## config.mk

```make
export PLATFORM = sky130hd
export DESIGN_NAME = i960_bus_seq
export DESIGN_NICKNAME = d
export VERILOG_FILES = /design/src/rtl/i960_bus_seq.sv
export SDC_FILE = /design/constraint.sdc
export NUM_CORES = 1
export LEC_CHECK = 0
export ABC_AREA = 0
export BUFFER_PORTS_ARGS = -buffer_cell sky130_fd_sc_hd__buf_2
export CAP_MARGIN = 15
export CORE_MARGIN = 4
export CORE_UTILIZATION = 40
export CTS_CLUSTER_SIZE = 24
export DETAILED_ROUTE_END_ITERATION = 10
export MAX_ROUTING_LAYER = met4
export PLACE_DENSITY = 0.66
export SYNTH_ARGS = -nofsm -noshare
export SYNTH_HDL_FRONTEND = slang
export SYNTH_SLANG_ARGS = --single-unit
```

## constraint.sdc

```tcl
create_clock -name clk2_i -period 1.9 [get_ports clk2_i]
set_clock_uncertainty 0.05 [all_clocks]
set_input_delay 0.19 -clock clk2_i [delete_from_list [all_inputs] [get_ports clk2_i]]
set_output_delay 0.19 -clock clk2_i [all_outputs]
set_load 0.01 [all_outputs]
```

## src/rtl/i960_bus_seq.sv

```systemverilog
`default_nettype none
// ============================================================================
// Module      : i960_bus_seq
// Description : i960 local-bus cycle sequencer. Generates the internal PCLK
//               phase from clk2 and walks each access through SYNC/TI/TA/TD/TR.
//               Each access gets a per-region chip select, a write strobe and
//               processor READY. Region wait states come from parameter
//               nibbles. A region can instead complete on an external
//               acknowledge.
//               Optional feature macro: I960_BUS_TIMEOUT_EN (TD watchdog that
//               forces completion, pulses bus_err_o and latches err_region_o).
// Ports       : clk2_i        system clock (2x PCLK)
//               reset_i       synchronous active-high reset
//               as_n_i, blast_n_i, den_n_i, w_rn_i   processor bus strobes
//               addr_i        processor A[31:30]
//               ext_ack_n_i   per-region external acknowledge, active-low
//               pclk_o        internal PCLK phase
//               cs_n_o        per-region chip selects, active-low
//               we_n_o        write strobe, active-low
//               ready_n_o     processor READY, active-low
//               bus_err_o     one-clk2 pulse on timeout
//               err_region_o  region of the last timed-out access
// Revision    : 1.0 - initial release
// ============================================================================
module i960_bus_seq #(
    parameter int unsigned NREG           = 4,
    parameter logic [15:0] WAIT_VEC       = 16'h0000,
    parameter logic [15:0] BURST_WAIT_VEC = 16'h0000,
    parameter logic [3:0]  EXT_MASK       = 4'b0000,
    parameter int unsigned TIMEOUT        = 255
) (
    input  logic            clk2_i,
    input  logic            reset_i,
    input  logic            as_n_i,
    input  logic            blast_n_i,
    input  logic            den_n_i,
    input  logic            w_rn_i,
    input  logic [1:0]      addr_i,
    input  logic [NREG-1:0] ext_ack_n_i,
    output logic            pclk_o,
    output logic [NREG-1:0] cs_n_o,
    output logic            we_n_o,
    output logic            ready_n_o,
    output logic            bus_err_o,
    output logic [1:0]      err_region_o
);

    localparam logic [2:0] S_SYNC = 3'd0;
    localparam logic [2:0] S_TI   = 3'd1;
    localparam logic [2:0] S_TA   = 3'd2;
    localparam logic [2:0] S_TD   = 3'd3;
    localparam logic [2:0] S_TR   = 3'd4;

    generate
        if (NREG < 1 || NREG > 4 || TIMEOUT < 1 || TIMEOUT > 65535) begin : g_param_check
            $error("i960_bus_seq: NREG must be 1..4 and TIMEOUT 1..65535");
        end
    endgenerate

    logic [2:0] state_q, state_d;
    logic       pclk_q, pclk_d;
    logic [1:0] region_q, region_d;
    logic [3:0] wcnt_q, wcnt_d;

    logic [1:0] w_region_dec;
    logic [3:0] w_ack_n_pad;
    logic       w_done;
    logic       w_in_data;

    // Region index is A[31:30] folded onto the configured number of regions.
    assign w_region_dec = 2'({30'd0, addr_i} % NREG);

    // Pad the acknowledge vector to four bits so region_q can index it
    // directly; absent regions read as "not acknowledged".
    generate
        for (genvar g = 0; g < 4; g++) begin : g_ack_pad
            if (g < NREG) begin : g_used
                assign w_ack_n_pad[g] = ext_ack_n_i[g];
            end else begin : g_unused
                assign w_ack_n_pad[g] = 1'b1;
            end
        end
    endgenerate

    // Externally acknowledged regions ignore their counter; all others
    // finish when the counter has run down to zero.
    assign w_done = EXT_MASK[region_q] ? ~w_ack_n_pad[region_q]
                                       : (wcnt_q == 4'd0);

`ifdef I960_BUS_TIMEOUT_EN
    localparam logic [15:0] TO_LAST = 16'(TIMEOUT - 1);

    logic [15:0] to_q, to_d;
    logic        bus_err_q, bus_err_d;
    logic [1:0]  err_region_q, err_region_d;
`endif

    always_comb begin
        state_d  = state_q;
        pclk_d   = ~pclk_q;
        region_d = region_q;
        wcnt_d   = wcnt_q;
`ifdef I960_BUS_TIMEOUT_EN
        // Held at zero outside TD, so it is already clear on TD entry.
        to_d         = 16'd0;
        bus_err_d    = 1'b0;
        err_region_d = err_region_q;
`endif
        case (state_q)
            S_SYNC: begin
                // Address strobe aligns the PCLK phase: PCLK restarts low.
                if (!as_n_i) begin
                    pclk_d   = 1'b0;
                    state_d  = S_TA;
                    region_d = w_region_dec;
                end
            end
            S_TI: begin
                if (pclk_q && !as_n_i) begin
                    state_d  = S_TA;
                    region_d = w_region_dec;
                end
            end
            S_TA: begin
                if (pclk_q) begin
                    state_d = S_TD;
                    wcnt_d  = WAIT_VEC[{region_q, 2'b00} +: 4];
                end
            end
            S_TD: begin
                if (pclk_q) begin
                    if (w_done) begin
                        state_d = S_TR;
                    end else if (wcnt_q != 4'd0) begin
                        wcnt_d = wcnt_q - 4'd1;
                    end
                end
`ifdef I960_BUS_TIMEOUT_EN
                to_d = to_q + 16'd1;
                // A normal completion on the same edge is not an error.
                if (to_q == TO_LAST && !(pclk_q && w_done)) begin
                    state_d      = S_TR;
                    bus_err_d    = 1'b1;
                    err_region_d = region_q;
                end
`endif
            end
            S_TR: begin
                if (pclk_q) begin
                    if (!blast_n_i) begin
                        state_d = S_TI;
                    end else begin
                        state_d = S_TD;
                        wcnt_d  = BURST_WAIT_VEC[{region_q, 2'b00} +: 4];
                    end
                end
            end
            default: state_d = S_SYNC;
        endcase
    end

    always_ff @(posedge clk2_i) begin
        if (reset_i) begin
            state_q  <= S_SYNC;
            pclk_q   <= 1'b0;
            region_q <= 2'd0;
            wcnt_q   <= 4'd0;
        end else begin
            state_q  <= state_d;
            pclk_q   <= pclk_d;
            region_q <= region_d;
            wcnt_q   <= wcnt_d;
        end
    end

`ifdef I960_BUS_TIMEOUT_EN
    always_ff @(posedge clk2_i) begin
        if (reset_i) begin
            to_q         <= 16'd0;
            bus_err_q    <= 1'b0;
            err_region_q <= 2'd0;
        end else begin
            to_q         <= to_d;
            bus_err_q    <= bus_err_d;
            err_region_q <= err_region_d;
        end
    end

    assign bus_err_o    = bus_err_q;
    assign err_region_o = err_region_q;
`else
    assign bus_err_o    = 1'b0;
    assign err_region_o = 2'd0;
`endif

    // Active-low strobes are gated by reset so nothing can dip low while
    // reset is asserted, before the registers have been cleared.
    assign w_in_data = (state_q == S_TD) || (state_q == S_TR);
    assign pclk_o    = pclk_q;
    assign ready_n_o = ~(state_q == S_TR) | reset_i;
    assign we_n_o    = ~(w_in_data & w_rn_i & ~den_n_i & ~pclk_q & ~reset_i);

    generate
        for (genvar g = 0; g < NREG; g++) begin : g_cs
            assign cs_n_o[g] = ~(w_in_data & ~den_n_i & ~reset_i & (region_q == 2'(g)));
        end
    endgenerate

endmodule
`default_nettype wire

```

### Word level (Yosys, flattened, before mapping)

Index checks and enable logic that the tools add are counted.

| storage, ports and cells | value |
|---|---|
| input bits | 12 |
| bits in registers | 10 |
| output and inout bits | 10 |

| cells by class | value |
|---|---|
| $add $sub $neg | 1 |
| shifts and indexed selects | 1 |
| mux-type cells | 25 |
| reduce and logical (&&, ||, !) cells | 12 |
| equality and inequality tests | 16 |
| bitwise logic cells | 21 |
| $lt $le $gt $ge | 1 |

Operators with widths:

| kind | count |
|---|---|
| $mux 4 | 6 |
| $mux 3 | 6 |
| $ne 2x2->1 const B | 9 |
| $shiftx 16x5->4 const A | 1 |
| $pmux 3 s5 | 1 |
| $pmux 4 s3 | 1 |
| $and 1x1->1 | 10 |
| $not 1->1 | 10 |
| $reduce_and 7->1 | 1 |
| $eq 3x2->1 const B | 2 |
| $mux 2 | 3 |
| $reduce_and 6->1 | 1 |
| $mux 1 | 5 |
| $bmux 1 s2 | 2 |
| $eq 2x2->1 const B | 2 |
| $logic_not 4->1 | 1 |
| $pmux 2 s2 | 1 |
| $reduce_bool 4->1 | 1 |
| $sub 4x1->4 const B | 1 |
| $eq 3x1->1 const B | 1 |
| $eq 3x3->1 const B | 1 |
| $logic_not 3->1 | 1 |
| $lt 2x3->1 const B | 1 |
| $reduce_and 3->1 | 1 |
| 8 further kinds | 8 |

### Logic depth before layout (Yosys ltp)

| depth | value |
|---|---|
| depth in word-level cells | 7 |
| depth in mapped cells | 6 |
| depth with buffers taken out | 6 |

### Worst setup path before layout

Ideal clock, no wire load.

| timing path | value |
|---|---|
| path kind | reg-to-output |
| from | register state_q[0] |
| to | output cs_n_o[0] |
| path buffers | 1 |
| stages on the path, launching flop included | 5 |
| arrival | 1493 ps |
| slack | 167 ps |
| path through | dfxtp_1 > buf_6 > or3b_4 > a211oi_4 > or3b_1 |

| on the way | value |
|---|---|
| cells in the longest elaborated chain, start to end | 6 |

RTL lines:

| what | line | source |
|---|---|---|
| start, declared | 60 | `logic [2:0] state_q, state_d;` |
| start signal, assigned | 169 | `state_q <= state_d;` |
| $eq 3x2->1 or $eq 3x3->1 (tied branches) | 198 | `assign w_in_data = (state_q == S_TD) \|\| (state_q == S_TR);` |
| $logic_or 1x1->1 * | 198 |  |
| $and 1x1->1 * (3 in a row) | 205 | `assign cs_n_o[g] = ~(w_in_data & ~den_n_i & ~reset_i & (region_q == 2'(g)));` |
| $not 1->1 * | 205 |  |
| end, declared | 41 | `output logic [NREG-1:0] cs_n_o,` |

Every way passes the cells marked *; elsewhere a longest branch is shown, timed or not.

### Final worst setup path

| timing path | value |
|---|---|
| from | register state_q[2] |
| to | output cs_n_o[0] |

The elaborated chain is that of the path after synthesis.

==> summary.md <==
| Metric | Value |
|---|---|
| Critical path's slowest cell | or3b_4 |
| Worst slew pin tran | 0.5222 ns |
| Crit-path max FO | 2 |
| Critical Path End Type | output pin |
| Total placed cells including tap cells | 105 |
| Clock tree buffer depth | 2 |
| Number of diodes | 0 |
| Worst VDD drop | ~0.33 mV |
| Post-route DRC | 0 |
| Status | finished, violations left |
| Synth unique cells | 32 |
| CP Cell Sequence | or3b_4 -> a211oi_4 -> or3b_1 -> buf_2 |
| Clk sinks | 10 |
| Synth top area cells | dfxtp_1 (32%), o21ai_0 (5.6%), nand3b_1 (4.8%) |
| Final instance area | roughly 790 um2 |
| EDFF count, synth | 0 |
| Cell count after synthesis | 76 |
| Seq/Total Area, Yosys | between 30% and 40% |
| Synth area leader | dfxtp_1 |
| Class of the worst hold path | in -> reg |
| Power Density | between 600 and 700 nW/um2 |
| CP delay by family, top | simple AND/OR/NAND/NOR gates |
| Ys Warns | 0 |
| CTS tree | built |
| Detail Route Antenna Nets | 0 |
| Post-Syn Area per Cell | ~8.3 um2 |
| Worst Setup Start Kind | flip-flop |
| Clock Root Buffer | clkbuf_4 |
| Initial antenna violation count | 0 |
| Largest net degree at the start of global routing | 12 |
| Hold Violations, Final | 0 |
| Detailed placement HPWL | 1.030 mm |
| P_leak | 0.3223 nW |
| First-pass GRT wire length | between 2 and 2.5 mm |
| Routed via count | between 500 and 600 |
| Worst hold endpoint | region_q[0]$_SDFFE_PP0P_ |
| Data arrival, critical path | 1.72 ns |
| Failing checks | setup timing |
| Slew Viols, Final | 0 |
| Synth async-reset ratio | 0% |
| Drt wl/cell | 12.48 um |
| Reg2reg setup slack | about 0.21 ns |
| Count leader, synth | dfxtp_1 |
| Core ar. | 1506 um2 |
| Placed Area | 716.9 um2 |
| Buf+Inv Stages, Crit Path | 1 |
| Grt ovf | 0 |
| Final min period | 1.965 ns |
| Drt via density | approximately 5.4 |
| Final core occ | ~52% |
| Fmax | between 500 and 600 MHz |
| Final Non-Filler Cells | between 100 and 150 |
| HP Start | addr_i[0] |
| Period utilisation layout | 103.4% |
| DIE HEIGHT | 47.71 um |
| Critical path class | reg -> out |
| Overall power after layout | roughly 0.5 mW |
| CTS clock-pin slew for the worst setup and hold paths | ~0.07 ns |
| WHS | 0.1184 ns |
| Iter 0 DRT Violations | 5 |
| Ys flop type | dfxtp_1 |
| Commonest cells in the netlist | dfxtp_1 (10), nor2_1 (7), o21ai_0 (7), inv_1 (5), nand2_1 (5) |
| Yosys top cell area share | between 30% and 40% |
| Post-Route WL | approximately 1.4 mm |
| Hold depth | 3 |
| Die ar. | 2276 um2 |
| # rows | 14 |
| Skew-Pair Late Insertion Delay | between 0.2 and 0.3 ns |
| RR Startpoint | wcnt_q[0]$_SDFFE_PP0P_ |
| RR Endpoint | wcnt_q[3]$_SDFFE_PP0P_ |
| Pre-antenna DRT Iters | 4 |
| Max_cap viols | 0 |
| Final setup vio count | 4 |
| RSZ-0062 raised after global routing | true |
| Die X-Extent | between 40 and 50 um |
| Slowest Stage Delay on Critical Path | around 0.4 ns |
| # H-tree levels | 1 |
| Area Overhead vs Synth | 25.20% |
| Worst R2R Path Depth | 6 |
| GRT Resource Usage Total | 14.67% |
| Final Worst Setup Slack | -0.06463 ns |
| Vias in the first global route | ~530 |
| Slew HR | between 60% and 70% |
| Req. time, crit path | approximately 1.7 ns |
| Clock buffer count from CTS | 3 |
| Initial Utilization | about two fifths |
| I/O pins | 22 |
| Synth Cell Area | 630.6 um2 |
| Number of nets in the layout | between 100 and 150 |
| Fraction of layout cells with a size suffix above 1 | 33.68% |
| Buffers on Ports | 14 |
| Number of synthesized register bits | 10 |
| Gpl congestion | 0.7737 |
==> cells by family after synthesis <==
kind of cell             after synthesis  share of synthesized area (%)
AO/OA/AOI/OAI                         17                          21.23
adder cells (fa/ha/maj)                2                          3.968
buffers and inverters                 13                          10.71
flip-flops                            10                          31.75
multiplexers                           2                          3.175
other                                  1                         0.5947
AND/OR/NAND/NOR                       31                          28.57
==> report_power, final <==
group          internal [mW]  switching (mW)  leakage, nW
sequential             0.218         0.00686       0.0825
combinational         0.0318          0.0405        0.219
clock                  0.116          0.0783       0.0210
total                  0.366           0.126        0.322
==> flip-flops by register name, summed over array words and instances (netlist names) <==
register  count
pclk_o        1
state_q       3
wcnt_q        4
region_q      2
==> metrics by stage <==
stage	setup TNS, ns	setup WS [ns]
CTS	-0.07190	-0.07190
floorplan	0	0.1671
detailed placement	0	0.1848
finish	-0.08237	-0.06463
global placement	0	0.2127
global route	-0.4154	-0.1351
==> final cells by class <==
| class | count | area, um2 |
|---|---|---|
| fillers | 150 | 716.9 |
| multi-input cells | 55 | 375.4 |
| flip-flops and latches | 10 | 202.7 |
| repair buffers | 21 | 136.4 |
| clock buffers | 4 | 36.28 |
| well taps | 16 | 20.02 |
| inverters | 5 | 18.77 |
==> what timing repair did <==
action,4_1_cts,5_1_grt
setup endpoints to repair,1,5
buffers inserted,1,1
pin swaps,1,1
gates resized for setup,1,5
hold buffers,0,0
==> routing by layer <==
layer / track usage (%) / up-vias / part of all wire (%)
met2: 22.43 / 18 / 45
met4: 9.677 / 0 / 3.4
met5: - / - / 0
met1: 17.57 / 273 / 45
li1: - / 302 / -
met3: 2.256 / 5 / 6.3
==> worst min-delay path: stages <==
cell and delay, ns:
buf_2 0.08, mux2i_1 0.06, nor2_1 0.07
==> how the worst max path moves through the flow <==
| stage | cells past startpoint | from | slack, ns | endpoint |
|---|---|---|---|---|
| floorplan | 4 | state_q[0]$_SDFFE_PP0P_ | 0.17 | cs_n_o[0] |
| global placement | 4 | state_q[0]$_SDFFE_PP0P_ | 0.21 | cs_n_o[0] |
| detailed placement | 4 | state_q[0]$_SDFFE_PP0P_ | 0.18 | cs_n_o[0] |
| CTS | 5 | state_q[2]$_SDFFE_PP0P_ | -0.07 | cs_n_o[0] |
| global route | 4 | state_q[0]$_SDFFE_PP0P_ | -0.14 | cs_n_o[0] |
| finish | 4 | state_q[2]$_SDFFE_PP0P_ | -0.06 | cs_n_o[0] |
==> cells in the final DEF, fill, tap and decap left out, types with 3 or more instances in the layout <==
cell type	instances
buf_2	13
clkbuf_4	3
nor2_1	7
dfxtp_1	8
nand3b_1	4
buf_6	3
nand2b_1	3
inv_1	5
nand2_1	5
conb_1	3
buf_4	5
o21ai_0	7
(Power assumes the default switching activity.)
